`src/rtl/tree_ens_pkg.sv`:
```
// Shared types and width helpers for the tree-ensemble sequencer.
// Latency: n/a (package only).
// Backpressure: n/a (package only).
package tree_ens_pkg;

    localparam int FEAT_W_DEF = 51;

    typedef enum logic [1:0] {
        IDLE = 2'd0,
        EVAL = 2'd1,
        DONE = 2'd2
    } sched_state_t;

    // Tree-select index width; a single tree still needs one select bit.
    function automatic int sel_width(input int num_trees);
        return (num_trees > 1) ? $clog2(num_trees) : 1;
    endfunction

    // Vote count width: must hold 0..num_trees inclusive.
    function automatic int cnt_width(input int num_trees);
        return $clog2(num_trees + 1);
    endfunction

endpackage

```
`src/rtl/tree_vote_acc.sv`:
```
// Vote counter, threshold compare and stop decision (TREE_EARLY_EXIT_EN enables early stop).
// Latency: count/decided/vote_class are combinational on hit; the running total registers on en.
// Backpressure: none; the caller gates en.
module tree_vote_acc
    import tree_ens_pkg::*;
#(
    parameter int NUM_TREES   = 8,
    parameter int VOTE_THRESH = 5,
    parameter int CNT_W       = cnt_width(NUM_TREES),
    parameter int SEL_W       = sel_width(NUM_TREES)
) (
    input  logic             clk,
    input  logic             rst_n,
    input  logic             clr,
    input  logic             en,
    input  logic             hit,
    input  logic [SEL_W-1:0] sel,
    output logic [CNT_W-1:0] count,
    output logic             decided,
    output logic             vote_class
);

    logic [CNT_W-1:0] count_q;
    logic [31:0]      total;
    logic [31:0]      remaining;
    logic             last_tree;

    // count already includes the vote of the tree currently selected.
    assign count     = count_q + CNT_W'(hit);
    assign total     = 32'(count);
    assign remaining = 32'(NUM_TREES - 1) - 32'(sel);
    assign last_tree = (sel == SEL_W'(NUM_TREES - 1));
    assign vote_class = (total >= 32'(VOTE_THRESH));

`ifdef TREE_EARLY_EXIT_EN
    // Stop once the remaining trees can no longer change the outcome.
    assign decided = last_tree || vote_class || ((total + remaining) < 32'(VOTE_THRESH));
`else
    assign decided = last_tree;
`endif

    always_ff @(posedge clk or negedge rst_n) begin
        if (!rst_n) begin
            count_q <= '0;
        end else if (clr) begin
            count_q <= '0;
        end else if (en) begin
            count_q <= count;
        end
    end

endmodule

```
`src/rtl/tree_ensemble_sched.sv`:
```
// Sequences one feature vector through NUM_TREES shared trees and reports a majority vote (TREE_EARLY_EXIT_EN: early stop).
// Latency: accept in cycle T, trees evaluated in T+1..T+NUM_TREES, out_valid from T+NUM_TREES+1.
// Backpressure: in_ready only in IDLE; result held in DONE until out_ready.
module tree_ensemble_sched
    import tree_ens_pkg::*;
#(
    parameter int FEAT_W      = FEAT_W_DEF,
    parameter int NUM_TREES   = 8,
    parameter int VOTE_THRESH = 5,
    localparam int SEL_W      = sel_width(NUM_TREES),
    localparam int CNT_W      = cnt_width(NUM_TREES)
) (
    input  logic              clk,
    input  logic              rst_n,
    input  logic              in_valid,
    output logic              in_ready,
    input  logic [FEAT_W-1:0] in_feat,
    output logic [FEAT_W-1:0] tree_feat,
    output logic [SEL_W-1:0]  tree_sel,
    input  logic              tree_hit,
    output logic              out_valid,
    input  logic              out_ready,
    output logic              out_class,
    output logic [CNT_W-1:0]  out_votes
);

    sched_state_t     state, state_nxt;
    logic             accept;
    logic             eval_en;
    logic [CNT_W-1:0] acc_count;
    logic             acc_decided;
    logic             acc_class;

    tree_vote_acc #(
        .NUM_TREES  (NUM_TREES),
        .VOTE_THRESH(VOTE_THRESH),
        .CNT_W      (CNT_W),
        .SEL_W      (SEL_W)
    ) u_acc (
        .clk       (clk),
        .rst_n     (rst_n),
        .clr       (accept),
        .en        (eval_en),
        .hit       (tree_hit),
        .sel       (tree_sel),
        .count     (acc_count),
        .decided   (acc_decided),
        .vote_class(acc_class)
    );

    always_comb begin
        state_nxt = state;
        in_ready  = 1'b0;
        out_valid = 1'b0;
        accept    = 1'b0;
        eval_en   = 1'b0;
        case (state)
            IDLE: begin
                in_ready = 1'b1;
                if (in_valid) begin
                    accept    = 1'b1;
                    state_nxt = EVAL;
                end
            end
            EVAL: begin
                eval_en = 1'b1;
                if (acc_decided) begin
                    state_nxt = DONE;
                end
            end
            DONE: begin
                out_valid = 1'b1;
                if (out_ready) begin
                    state_nxt = IDLE;
                end
            end
            default: state_nxt = IDLE;
        endcase
    end

    always_ff @(posedge clk or negedge rst_n) begin
        if (!rst_n) begin
            state <= IDLE;
        end else begin
            state <= state_nxt;
        end
    end

    // tree_feat stays put from capture to the next capture so tree_hit is stable per select.
    always_ff @(posedge clk or negedge rst_n) begin
        if (!rst_n) begin
            tree_feat <= '0;
            tree_sel  <= '0;
            out_votes <= '0;
            out_class <= 1'b0;
        end else if (accept) begin
            tree_feat <= in_feat;
            tree_sel  <= '0;
        end else if (eval_en) begin
            if (acc_decided) begin
                out_votes <= acc_count;
                out_class <= acc_class;
            end else begin
                tree_sel <= tree_sel + SEL_W'(1);
            end
        end
    end

endmodule

```
`config.mk`:
```
export PLATFORM = sky130hd
export DESIGN_NAME = tree_ensemble_sched
export DESIGN_NICKNAME = d
export VERILOG_FILES = /design/src/rtl/tree_ens_pkg.sv /design/src/rtl/tree_vote_acc.sv /design/src/rtl/tree_ensemble_sched.sv
export SDC_FILE = /design/constraint.sdc
export NUM_CORES = 1
export LEC_CHECK = 0
export BUFFER_PORTS_ARGS = -buffer_cell sky130_fd_sc_hd__buf_2
export CORE_UTILIZATION = 46
export DETAILED_ROUTE_END_ITERATION = 10
export HOLD_SLACK_MARGIN = 0.08
export PLACE_DENSITY = 0.85
export SYNTH_ARGS = -nofsm -noshare
export SYNTH_HDL_FRONTEND = slang
export SYNTH_SLANG_ARGS = --single-unit
```
`constraint.sdc`:
```
create_clock -name clk -period 1.7 [get_ports clk]
set_input_delay 0.17 -clock clk [delete_from_list [all_inputs] [get_ports clk]]
set_output_delay 0.17 -clock clk [all_outputs]
set_load 0.05 [all_outputs]
```
## Yosys cells after proc, flatten, opt, wreduce, memory -nomap -nowiden

Index checks and enable logic that the tools add are counted.

| word-level totals | value |
|---|---|
| output and inout bits | 61 |
| flip-flop bits (word level) | 65 |
| word-level logic and storage cells | 36 |

| cells by class | value |
|---|---|
| mux-type cells | 14 |
| bitwise gates (word level) | 1 |
| magnitude comparators | 1 |
| add/sub/neg operators | 2 |
| equal/unequal tests | 7 |
| reductions and logical operators | 5 |

Operators with widths:

| operator | count |
|---|---|
| 2-to-1 mux 3 bit | 3 |
| 2-to-1 mux 4 bit | 2 |
| inequality test 2 bit (second input constant) | 4 |
| 2-to-1 mux 2 bit | 3 |
| case mux 2 bit (3 select lines) | 1 |
| AND reduction 3 bit | 2 |
| 2-to-1 mux 1 bit | 5 |
| adder 4 x 1 -> 4 bit | 1 |
| greater-or-equal comparator 4 x 3 -> 1 bit (second input constant) | 1 |
| adder 3 x 1 -> 3 bit (second input constant) | 1 |
| == test 3 bit (second input constant) | 1 |
| == test 2 x 1 -> 1 bit (second input constant) | 1 |
| == test 2 bit (second input constant) | 1 |
| logical NOT 2 bit | 1 |
| AND reduction 2 bit | 1 |
| nonzero test 2 bit | 1 |
| NOT 1 bit | 1 |

## Longest topological paths before layout

Gate-level depths: netlist of run 1.

| depth | value |
|---|---|
| depth after elaboration | 4 |
| depth in mapped cells | 5 |
| depth with buffers taken out | 5 |

## Modules after synthesis

Synthesis of run 1 repeated with hierarchy kept, for this count alone.

| second synthesis, totals | value |
|---|---|
| cell total of the unflattened synthesis | 165 |
| area total of the unflattened synthesis | 2,830.2 um^2 |

By module, submodules not included:

| module | area each (um^2) | sequential area each (um^2) | cells each | times used |
|---|---|---|---|---|
| tree_ensemble_sched | 2,602.5 | 1,526.5 | 143 | 1 |
| tree_vote_acc | 227.7 | 100.1 | 22 | 1 |

## Worst setup path after synthesis of run 1

No wires, ideal clock.

| timing path | value |
|---|---|
| kind | register to register |
| start point | register tree_sel[0] |
| end point | register tree_sel[0] |
| setup time | 0.125 ns |
| buffers on the path | 0 |
| arrival | 1.633 ns |
| setup slack | -0.057 ns |
| cell stages (with the launch flop) | 6 |
| cell sequence | dfrtp_1 ha_1 ha_1 nor3b_2 nor2_1 mux2_2 |

| between the ends | value |
|---|---|
| cells in the longest elaborated chain, start to end | 4 |
| elaborated cells between the ends (all ways) | 7 |

Ends and longest elaborated chain:

| element | RTL line | source |
|---|---|---|
| start: declaration | tree_ensemble_sched.sv:19 | `output logic [SEL_W-1:0] tree_sel,` |
| start signal: assignment | tree_ensemble_sched.sv:104 | `tree_sel <= tree_sel + SEL_W'(1);` |
| adder 3 x 1 -> 3 bit | tree_ensemble_sched.sv:104 |  |
| 2-to-1 mux 3 bit | tree_ensemble_sched.sv:100 | `if (acc_decided) begin` |
| 2-to-1 mux 3 bit | tree_ensemble_sched.sv:99 | `end else if (eval_en) begin` |
| 2-to-1 mux 3 bit | tree_ensemble_sched.sv:96 | `end else if (accept) begin` |

Parallel ways exist; a longest one is shown, timed or not. The select of a mux whose other input is x is not followed.
A chain may end at the register's enable or synchronous reset.

## Worst setup path in the final report of run 1

Ends and elaborated chain as after synthesis.

==> results of run 1 <==
[cell type report]
| class | count | area, um2 |
|---|---|---|
| clock buffers | 12 | 145.1 |
| clock inverters | 3 | 65.06 |
| fillers | 335 | 1229 |
| inverters | 5 | 18.77 |
| multi-input cells | 90 | 854.6 |
| flip-flops and latches | 65 | 1629 |
| well taps | 70 | 87.58 |
| repair buffers | 173 | 1176 |
[layer usage]
metal	GRT usage [%]	share of wire [%]
met5	0	0
met4	9.423	2.0
met3	4.910	5.8
met2	42.34	52
met1	25.51	40
[placed cells by master, fill, tap and decap left out, drive strengths merged, types with 2 or more instances in the layout]
cell type	n
a22o	2
buf	121
bufinv	2
clkbuf	12
dfrtp	65
dlygate4sd3	52
ha	4
inv	5
mux2	52
nand2	7
nand2b	2
nand3b	3
nor2	3
nor3b	2
o21ai	6
o22ai	3
[worst max-delay path: cells and delay by family (launching register included)]
kind	cells	cell delay, ps
fa+ha+maj	2	440
flops	1	410
simple gates	2	370
mux	1	270
[cells by family (layout without fill, tap and decap cells)]
kind of cell    after synthesis  in the layout  share of synthesized area (%)
buf+inv                      11            193                          2.999
mux                          52             52                          23.01
simple gates                 19             19                          4.277
xor+xnor                      2              2                         0.6884
fa+ha+maj                     4              4                          1.967
compound gates               13             13                          3.147
flops                        65             65                          63.91
[cell usage after synthesis (all sizes together)]
cell type | instances | share of area, %
a21o | 1 | 0.30
a31oi | 1 | 0.25
nor2 | 3 | 0.44
nor3b | 2 | 0.98
a22o | 2 | 0.69
nand3 | 1 | 0.20
nand3b | 3 | 0.88
o21ai | 6 | 1.2
xnor2 | 1 | 0.34
nor2b | 1 | 0.25
o22ai | 3 | 0.74
nand2 | 7 | 1.0
dfrtp | 65 | 64
inv | 5 | 0.74
xor2 | 1 | 0.34
nand2b | 2 | 0.49
buf | 6 | 2.3
mux2 | 52 | 23
ha | 4 | 2.0
[timing repair]
action | CTS | global route
hold buffers | 52 | 0
buffers inserted | 0 | 0
setup endpoints to repair | 0 | 1
gates resized for setup | 0 | 1
endpoints found under the hold margin | 116 | 0
[registers in the layout (all words and copies together) (netlist names)]
signal	cells
out_votes	4
out_class	1
tree_sel	3
u_acc.count_q	4
state	2
tree_feat	51
[path summary, 6_finish.rpt]
kind / start / to / slack (ps) / cells past startpoint
max: tree_sel[0] / tree_sel[0] / 100 / 5
min: in_feat[10] / tree_feat[10] / 100 / 2
max reg2reg: tree_sel[0] / tree_sel[0] / 100 / 5
min reg2reg: out_votes[2] / out_votes[2] / 480 / 2
max in group asynchronous: rst_n / tree_feat[33] / 1040 / 3
min in group asynchronous: rst_n / out_votes[0] / 380 / 3
[stage by stage]
step                      setup WS [ps]  hold WS [ps]
after floorplan                   45.68        -125.6
after global placement            167.6         207.5
after detailed placement          81.87         206.9
after CTS                         73.57         83.96
after global routing              17.37         86.45
final                             104.4         95.32
==> flow_metrics.py, run 1 <==
metrics = {
    "setup_path": {
        "slowest_delay_ps": 410,
        "cp_slowest_cell": "dfrtp_2",
        "start_kind": "flop",
        "crit_path_max_fanout": 4,
        "crit_chain": "ha_1 -> ha_1 -> nor3b_4 -> nor2_1 -> mux2_2",
        "timing_worst_setup_path_type": "flop to flop",
        "cp.required_ps": 1910,
        "arrival_ps": 1810,
        "cp-end-kind": "flop",
        "crit_path_frequent_cell": "ha_1",
    },
    "clock_network": {
        "cts_sinks": 65,
        "cts_buffers": 9,
        "cts_max_level": 3,
        "insertion_delay_ps": 320,
        "cts-root-buf": "clkbuf_8",
        "cts_tree": "yes",
        "path_clk_slew_ps": 70,
        "cts_buffer_depth": 2,
    },
    "layout": {
        "area_growth_syn_to_layout_pct": 56.24,
        "fin_cells": 418,
        "finish.instance_area_um2": 3976,
        "fin_nets": 404,
        "fin_util_pct": 76.39,
        "layout-drive-gt1-share_pct": 44.25,
        "antenna_cells": 0,
    },
    "floorplanning": {
        "die_w_um": 76.38,
        "fp.dieH_um": 76.38,
        "dieArea_um2": 5834,
        "io_pins": 117,
        "initial_core_util_pct": 48.89,
        "rows": 26,
        "core_area_um2": 5205,
    },
    "place": {
        "portBuffers": 116,
        "hpwl_um": 3550,
        "gp_congestion": 0.7765,
        "placed_cells": 351,
        "placed_cell_area_um2": 3239,
    },
    "timing": {
        "finalCritPeriodShare_pct": 93.86,
        "setup_violations": 0,
        "final_hold_viol_count": 0,
        "slew_violations": 0,
        "worst_pin_slew_ps": 334.2,
        "period_needed_ps": 1596,
        "rsz0062_at_grt": "no",
        "max_freq_ghz": 0.6267,
        "finalClockSkew_ps": 4.674,
        "tns_ps": 0,
        "maxSlewHeadroom_pct": 77.72,
    },
    "global_routing": {
        "grt_max_degree": 66,
        "grt_pass1_wl_um": 10260,
        "antenna_found_initial": 0,
        "grt_pass1_vias": 2150,
        "grt_overflow": 0,
        "grt_usage_pct": 22.97,
    },
    "yosys": {
        "syn_inst": 166,
        "synth_nets": 226,
        "yosysWarnings": 0,
        "synth.distinct_cells": 22,
        "netlist_area_um2": 2545,
        "syn_area_per_cell_um2": 15.33,
        "yosysSeqAreaShare_pct": 63.91,
        "synth-seq-cells": 65,
    },
    "route": {
        "wl_per_cell_um": 14.50,
        "vias": 1985,
        "routed_wl_um": 6063,
        "dr.pass1.iters": 4,
        "drtIter0Drc": 30,
        "viasPerCell": 4.749,
        "antenna_left": 0,
        "drc": 0,
    },
    "min_path": {
        "min_path_type": "input pin to flop",
    },
    "job": {
        "cap_violations": 0,
    },
    "status": {
        "outcome": "complete, no violations",
    },
}
Power of run 1 is left out: the tool's default activity adds up to more than one toggle a clock period on the data nets, which glitch-free logic cannot reach.
==> run 2: changes to the inputs <==
--- a/config.mk
+++ b/config.mk
@@ -5,11 +5,12 @@
 export SDC_FILE = /design/constraint.sdc
 export NUM_CORES = 1
 export LEC_CHECK = 0
+export ABC_AREA = 1
 export BUFFER_PORTS_ARGS = -buffer_cell sky130_fd_sc_hd__buf_2
-export CORE_UTILIZATION = 46
+export CORE_UTILIZATION = 47
 export DETAILED_ROUTE_END_ITERATION = 10
 export HOLD_SLACK_MARGIN = 0.08
-export PLACE_DENSITY = 0.85
+export PLACE_DENSITY = 0.86
 export SYNTH_ARGS = -nofsm -noshare
 export SYNTH_HDL_FRONTEND = slang
 export SYNTH_SLANG_ARGS = --single-unit
==> flow_metrics.py, run 2 <==
metrics = {
    "clock_network": {
        "cts-root-buf": "clkbuf_8",
        "cts_sinks": 65,
        "cts_buffer_depth": 2,
        "holdBufCountCts": 29,
        "post_cts_buffers": 0,
        "cts_max_level": 3,
        "cts_buffers": 9,
        "insertion_delay_ps": 320,
        "path_clk_slew_ps": 60,
        "post_cts_resized": 0,
        "cts_tree": "yes",
    },
    "timing": {
        "setup_violations": 0,
        "hold_ws_ps": 87.42,
        "maxSlewHeadroom_pct": 77.39,
        "rsz0062_at_grt": "no",
        "max_freq_ghz": 0.6494,
        "finalCritPeriodShare_pct": 90.59,
        "fin_ws_ps": 160.0,
        "worst_pin_slew_ps": 339.2,
        "period_needed_ps": 1540,
        "tns_ps": 0,
        "slew_violations": 0,
        "finalClockSkew_ps": 5.128,
        "final_hold_viol_count": 0,
    },
    "floorplanning": {
        "initial_core_util_pct": 50.12,
        "die_w_um": 76.97,
        "io_pins": 117,
        "dieArea_um2": 5924,
        "fp.dieH_um": 76.97,
        "core_area_um2": 5270,
        "rows": 26,
    },
    "yosys": {
        "synth_area_leaders": "dfrtp_1 (62%), nand2_1 (17%), nand3_1 (11%), buf_2 (2.1%), ha_1 (1.9%)",
        "syn_area_per_cell_um2": 9.015,
        "ys.flop_type": "dfrtp_1",
        "syn_inst": 293,
        "yosysTopAreaCellShare_pct": 61.58,
        "yosysSeqAreaShare_pct": 61.58,
        "yosysWarnings": 0,
        "synthTopCellsByCount": "nand2_1 (120), dfrtp_1 (65), nand3_1 (58)",
        "synth-edff-count": 0,
        "synth-async-reset-ratio_pct": 100.0,
        "synth_most_common_cell": "nand2_1",
        "netlist_area_um2": 2641,
        "synth-seq-cells": 65,
        "synth.distinct_cells": 16,
        "synth_nets": 353,
        "yosysTopAreaCell": "dfrtp_1",
    },
    "global_routing": {
        "grt_overflow": 0,
        "grt_usage_pct": 26.14,
        "grt_max_degree": 66,
        "grt_pass1_wl_um": 11890,
        "grt_pass1_vias": 2517,
        "antenna_found_initial": 0,
    },
    "layout": {
        "fin_nets": 503,
        "top_register": "tree_feat",
        "fin_cells": 518,
        "layout-drive-gt1-share_pct": 32.59,
        "layout_common_cells": "nand2_1 (120), buf_2 (116), dfrtp_1 (65)",
        "final_common_cell": "nand2_1",
        "area_growth_syn_to_layout_pct": 44.77,
        "antenna_cells": 0,
        "fillCellCount": 421,
        "finish.instance_area_um2": 3824,
        "top_regs": "tree_feat: 51 flops, out_votes: 4 flops, u_acc.count_q: 4 flops",
        "largest_reg_flops": 51,
    },
    "setup_path": {
        "ff2ff_path_depth": 5,
        "cp.required_ps": 1530,
        "r2r_end": "tree_sel[0]",
        "r2r_slack_ps": 310,
        "crit_path_max_fanout": 11,
        "start_kind": "flop",
        "arrival_ps": 1370,
        "timing_worst_setup_path_type": "flop to output port",
        "cp_slowest_cell": "dfrtp_1",
        "endpoint": "in_ready",
        "cp-end-kind": "output port",
        "slowest_delay_ps": 440,
        "crit_chain": "nor2_4 -> buf_2",
        "r2r_start": "state[0]",
        "cp-startpoint": "state[0]",
    },
    "route": {
        "viasPerCell": 4.894,
        "drtIter0Drc": 169,
        "antenna_left": 0,
        "wl_per_cell_um": 13.37,
        "drc": 0,
        "vias": 2535,
        "routed_wl_um": 6925,
        "dr.pass1.iters": 5,
    },
    "place": {
        "pre_cts_ws_ps": 328.2,
        "portBuffers": 116,
        "placed_cell_area_um2": 3316,
        "hpwl_um": 4345,
        "gp_congestion": 0.8723,
        "placed_cells": 472,
    },
    "pwr": {
        "power.density_nw_per_um2": 2292,
        "irDropWorstVdd_uv": 1213,
        "leakage_nw": 2.168,
    },
    "status": {
        "outcome": "complete, no violations",
    },
    "min_path": {
        "min_path_type": "input pin to flop",
    },
    "job": {
        "cap_violations": 0,
    },
}
[run 2: critical path, delay by kind of cell, from the launching register on]
kind / cells / cell delay (ps)
buffers and inverters: 1 / 320
flip-flops: 1 / 440
AND/OR/NAND/NOR: 1 / 280
[run 2: per-layer routing]
metal / wire [um] / vias up / part of all wire (%) / GRT usage (%)
met1: 2856 / 1183 / 41 / 33.28
li1: - / 1233 / - / -
met4: 200 / 0 / 2.9 / 11.35
met2: 3472 / 100 / 50 / 41.25
met3: 395 / 19 / 5.7 / 7.857
met5: 0 / - / 0 / 0
[run 2: layout make-up]
type / instances / area, um2 / area share (%)
multi-input combinational: 200 / 895.9 / 23.43
clock buffer: 14 / 172.7 / 4.516
sequential: 65 / 1627 / 42.54
clock inverter: 2 / 35.03 / 0.9162
inverter: 12 / 45.04 / 1.178
tap: 70 / 87.58 / 2.291
timing repair buffer: 155 / 960.9 / 25.13
[run 2: metrics by stage]
step           util (%)  total power [mW]
6_report          72.55             8.763
5_1_grt           72.55             9.309
4_1_cts           72.36             8.781
3_5_place_dp      62.92             7.388
3_3_place_gp      62.92             7.245
2_1_floorplan         -             6.204
[run 2: worst min path at each step]
stage / startpoint / to / slack, ps / cells after the start
final: in_feat[18] / tree_feat[18] / 90 / 3
after global routing: in_feat[9] / tree_feat[9] / 80 / 3
after CTS: in_feat[13] / tree_feat[13] / 80 / 3
after detailed placement: rst_n / tree_feat[24] / 210 / 2
after global placement: rst_n / tree_feat[18] / 210 / 2
after floorplan: rst_n / out_class / -130 / 0
[run 2: cell families (layout without fill, tap and decap cells)]
group	count (synthesis)	count (layout)	synth area share, %
AND/OR/NAND/NOR	185	185	29.70
adder cells (fa/ha/maj)	4	4	1.895
buffers and inverters	28	183	4.500
AO/OA/AOI/OAI	11	11	2.321
flip-flops	65	65	61.58
[run 2: power by group]
group          total (mW)  switching (mW)  internal [mW]
logic                4.74            3.67           1.07
clock network        1.32           0.523          0.797
registers            2.70           0.428           2.27
total                8.76            4.62           4.14
Note: power is estimated with default switching activity, not from simulation.
==> run 3: changes to the inputs <==
--- a/config.mk
+++ b/config.mk
@@ -11,6 +11,7 @@
 export DETAILED_ROUTE_END_ITERATION = 10
 export HOLD_SLACK_MARGIN = 0.08
 export PLACE_DENSITY = 0.86
+export RECOVER_POWER = 100
 export SYNTH_ARGS = -nofsm -noshare
 export SYNTH_HDL_FRONTEND = slang
 export SYNTH_SLANG_ARGS = --single-unit
==> flow_metrics.py, run 3 (synthesized netlist as in run 2, its figures left out) <==
metrics = {
    "status": {
        "outcome": "complete, no violations",
    },
    "timing": {
        "finalClockSkew_ps": 6.983,
        "maxSlewHeadroom_pct": 43.21,
        "slew_violations": 0,
        "setup_violations": 0,
        "final_hold_viol_count": 0,
        "finalCritPeriodShare_pct": 91.54,
        "hold_ws_ps": 75.68,
        "rsz0062_at_grt": "no",
        "period_needed_ps": 1556,
        "tns_ps": 0,
        "worst_pin_slew_ps": 851.9,
        "max_freq_ghz": 0.6426,
    },
    "layout": {
        "layout-drive-gt1-share_pct": 18.75,
        "final_common_cell": "nand2_1",
        "layout_common_cells": "nand2_1 (121), dfrtp_1 (65), clkbuf_1 (61)",
        "top_regs": "tree_feat: 51 flops, out_votes: 4 flops, u_acc.count_q: 4 flops",
        "largest_reg_flops": 51,
        "antenna_cells": 0,
        "area_growth_syn_to_layout_pct": 41.12,
        "fin_nets": 503,
        "top_register": "tree_feat",
    },
    "global_routing": {
        "grt_max_degree": 66,
        "grt_pass1_vias": 2517,
        "grt_overflow": 0,
        "grt_pass1_wl_um": 11890,
        "antenna_found_initial": 0,
        "grt_usage_pct": 26.14,
    },
    "floorplanning": {
        "rows": 26,
        "dieArea_um2": 5924,
        "core_area_um2": 5270,
        "initial_core_util_pct": 50.12,
        "io_pins": 117,
        "fp.dieH_um": 76.97,
        "die_w_um": 76.97,
    },
    "setup_path": {
        "cp-end-kind": "output port",
        "cp_slowest_cell": "dfrtp_1",
        "crit_chain": "nor2_4 -> clkbuf_2",
        "r2r_end": "out_votes[1]",
        "path_buf_inv": 1,
        "cpLargestDelayFamily": "flip-flops",
        "ff2ff_path_depth": 7,
        "cp.required_ps": 1530,
        "r2r_start": "tree_sel[1]",
        "arrival_ps": 1390,
        "crit_path_max_fanout": 11,
        "start_kind": "flop",
        "r2r_slack_ps": 220,
        "timing_worst_setup_path_type": "flop to output port",
        "slowest_delay_ps": 440,
    },
    "min_path": {
        "min_delay_worst_endpoint": "tree_feat[18]",
        "worstHoldStart": "in_feat[18]",
        "hold_depth": 3,
        "min_path_type": "input pin to flop",
    },
    "route": {
        "routed_wl_um": 6967,
        "antenna_left": 0,
        "drtIter0Drc": 178,
        "drc": 0,
        "dr.pass1.iters": 5,
        "vias": 2548,
        "viasPerCell": 4.919,
        "wl_per_cell_um": 13.45,
    },
    "place": {
        "portBuffers": 116,
        "gp_congestion": 0.8723,
        "hpwl_um": 4345,
    },
    "pwr": {
        "irDropWorstVdd_uv": 1157,
        "leakage_nw": 1.969,
        "power.density_nw_per_um2": 2295,
    },
    "clock_network": {
        "cts_buffer_depth": 2,
        "post_cts_buffers": 0,
        "insertion_delay_ps": 330,
        "cts_buffers": 9,
        "cts_max_level": 3,
        "path_clk_slew_ps": 60,
        "holdBufCountCts": 29,
        "cts-root-buf": "clkbuf_8",
        "post_cts_resized": 0,
        "cts_sinks": 65,
        "cts_tree": "yes",
    },
    "job": {
        "cap_violations": 0,
    },
}
## run 3: cell types whose count changed in the layout (fill, tap and decap cells not counted), sizes merged
cell,before,now
buf,125,61
clkbuf,14,78
## run 3: where the power goes
group	switching, mW	internal, mW	leakage, nW
clock	0.532	0.796	0.107
sequential	0.447	2.27	0.809
combinational	3.65	0.852	1.05
total	4.63	3.92	1.97
## run 3: cell type report
type | instances | area [um2]
flip-flops and latches | 65 | 1627
fillers | 458 | 1543
multi-input cells | 200 | 890.9
repair buffers | 155 | 869.6
clock buffers | 14 | 172.7
well taps | 70 | 87.58
inverters | 12 | 45.04
clock inverters | 2 | 35.03
## run 3: worst max-delay path by stage
| stage | startpoint | to | slack [ps] | cells after the start |
|---|---|---|---|---|
| after CTS | state[0] | in_ready | 150 | 2 |
| final | state[0] | in_ready | 140 | 2 |
| after floorplan | tree_sel[1] | out_class | 100 | 7 |
| after global placement | state[0] | tree_sel[0] | 390 | 5 |
| after detailed placement | state[0] | tree_sel[1] | 330 | 5 |
| after global routing | tree_sel[1] | out_votes[0] | 60 | 7 |
## run 3: tightest hold or removal path: cells and delay by family
family / cells / cell delay [ps]
buffers and inverters: 1 / 80
AND/OR/NAND/NOR: 2 / 130
## run 3: through the flow
| step | worst slack [ps] | total power, mW | cell area, um2 | util [%] | instances |
|---|---|---|---|---|---|
| 6_report | 143.8 | 8.554 | 3727 | 70.73 | 518 |
| 2_1_floorplan | 103.9 | 6.204 | 2641 | - | 293 |
| 4_1_cts | 148.1 | 8.781 | 3814 | 72.36 | 517 |
| 5_1_grt | 58.96 | 9.086 | 3727 | 70.73 | 518 |
| 3_3_place_gp | 394.8 | 7.245 | 3316 | 62.92 | 472 |
| 3_5_place_dp | 328.2 | 7.388 | 3316 | 62.92 | 472 |
## run 3: metal layers
layer | up-vias | share of wire, % | global-route usage, %
met5 | - | 0 | 0
met4 | 0 | 3.3 | 11.35
met1 | 1179 | 42 | 33.28
met2 | 112 | 48 | 41.25
met3 | 21 | 6.1 | 7.857
li1 | 1236 | - | -
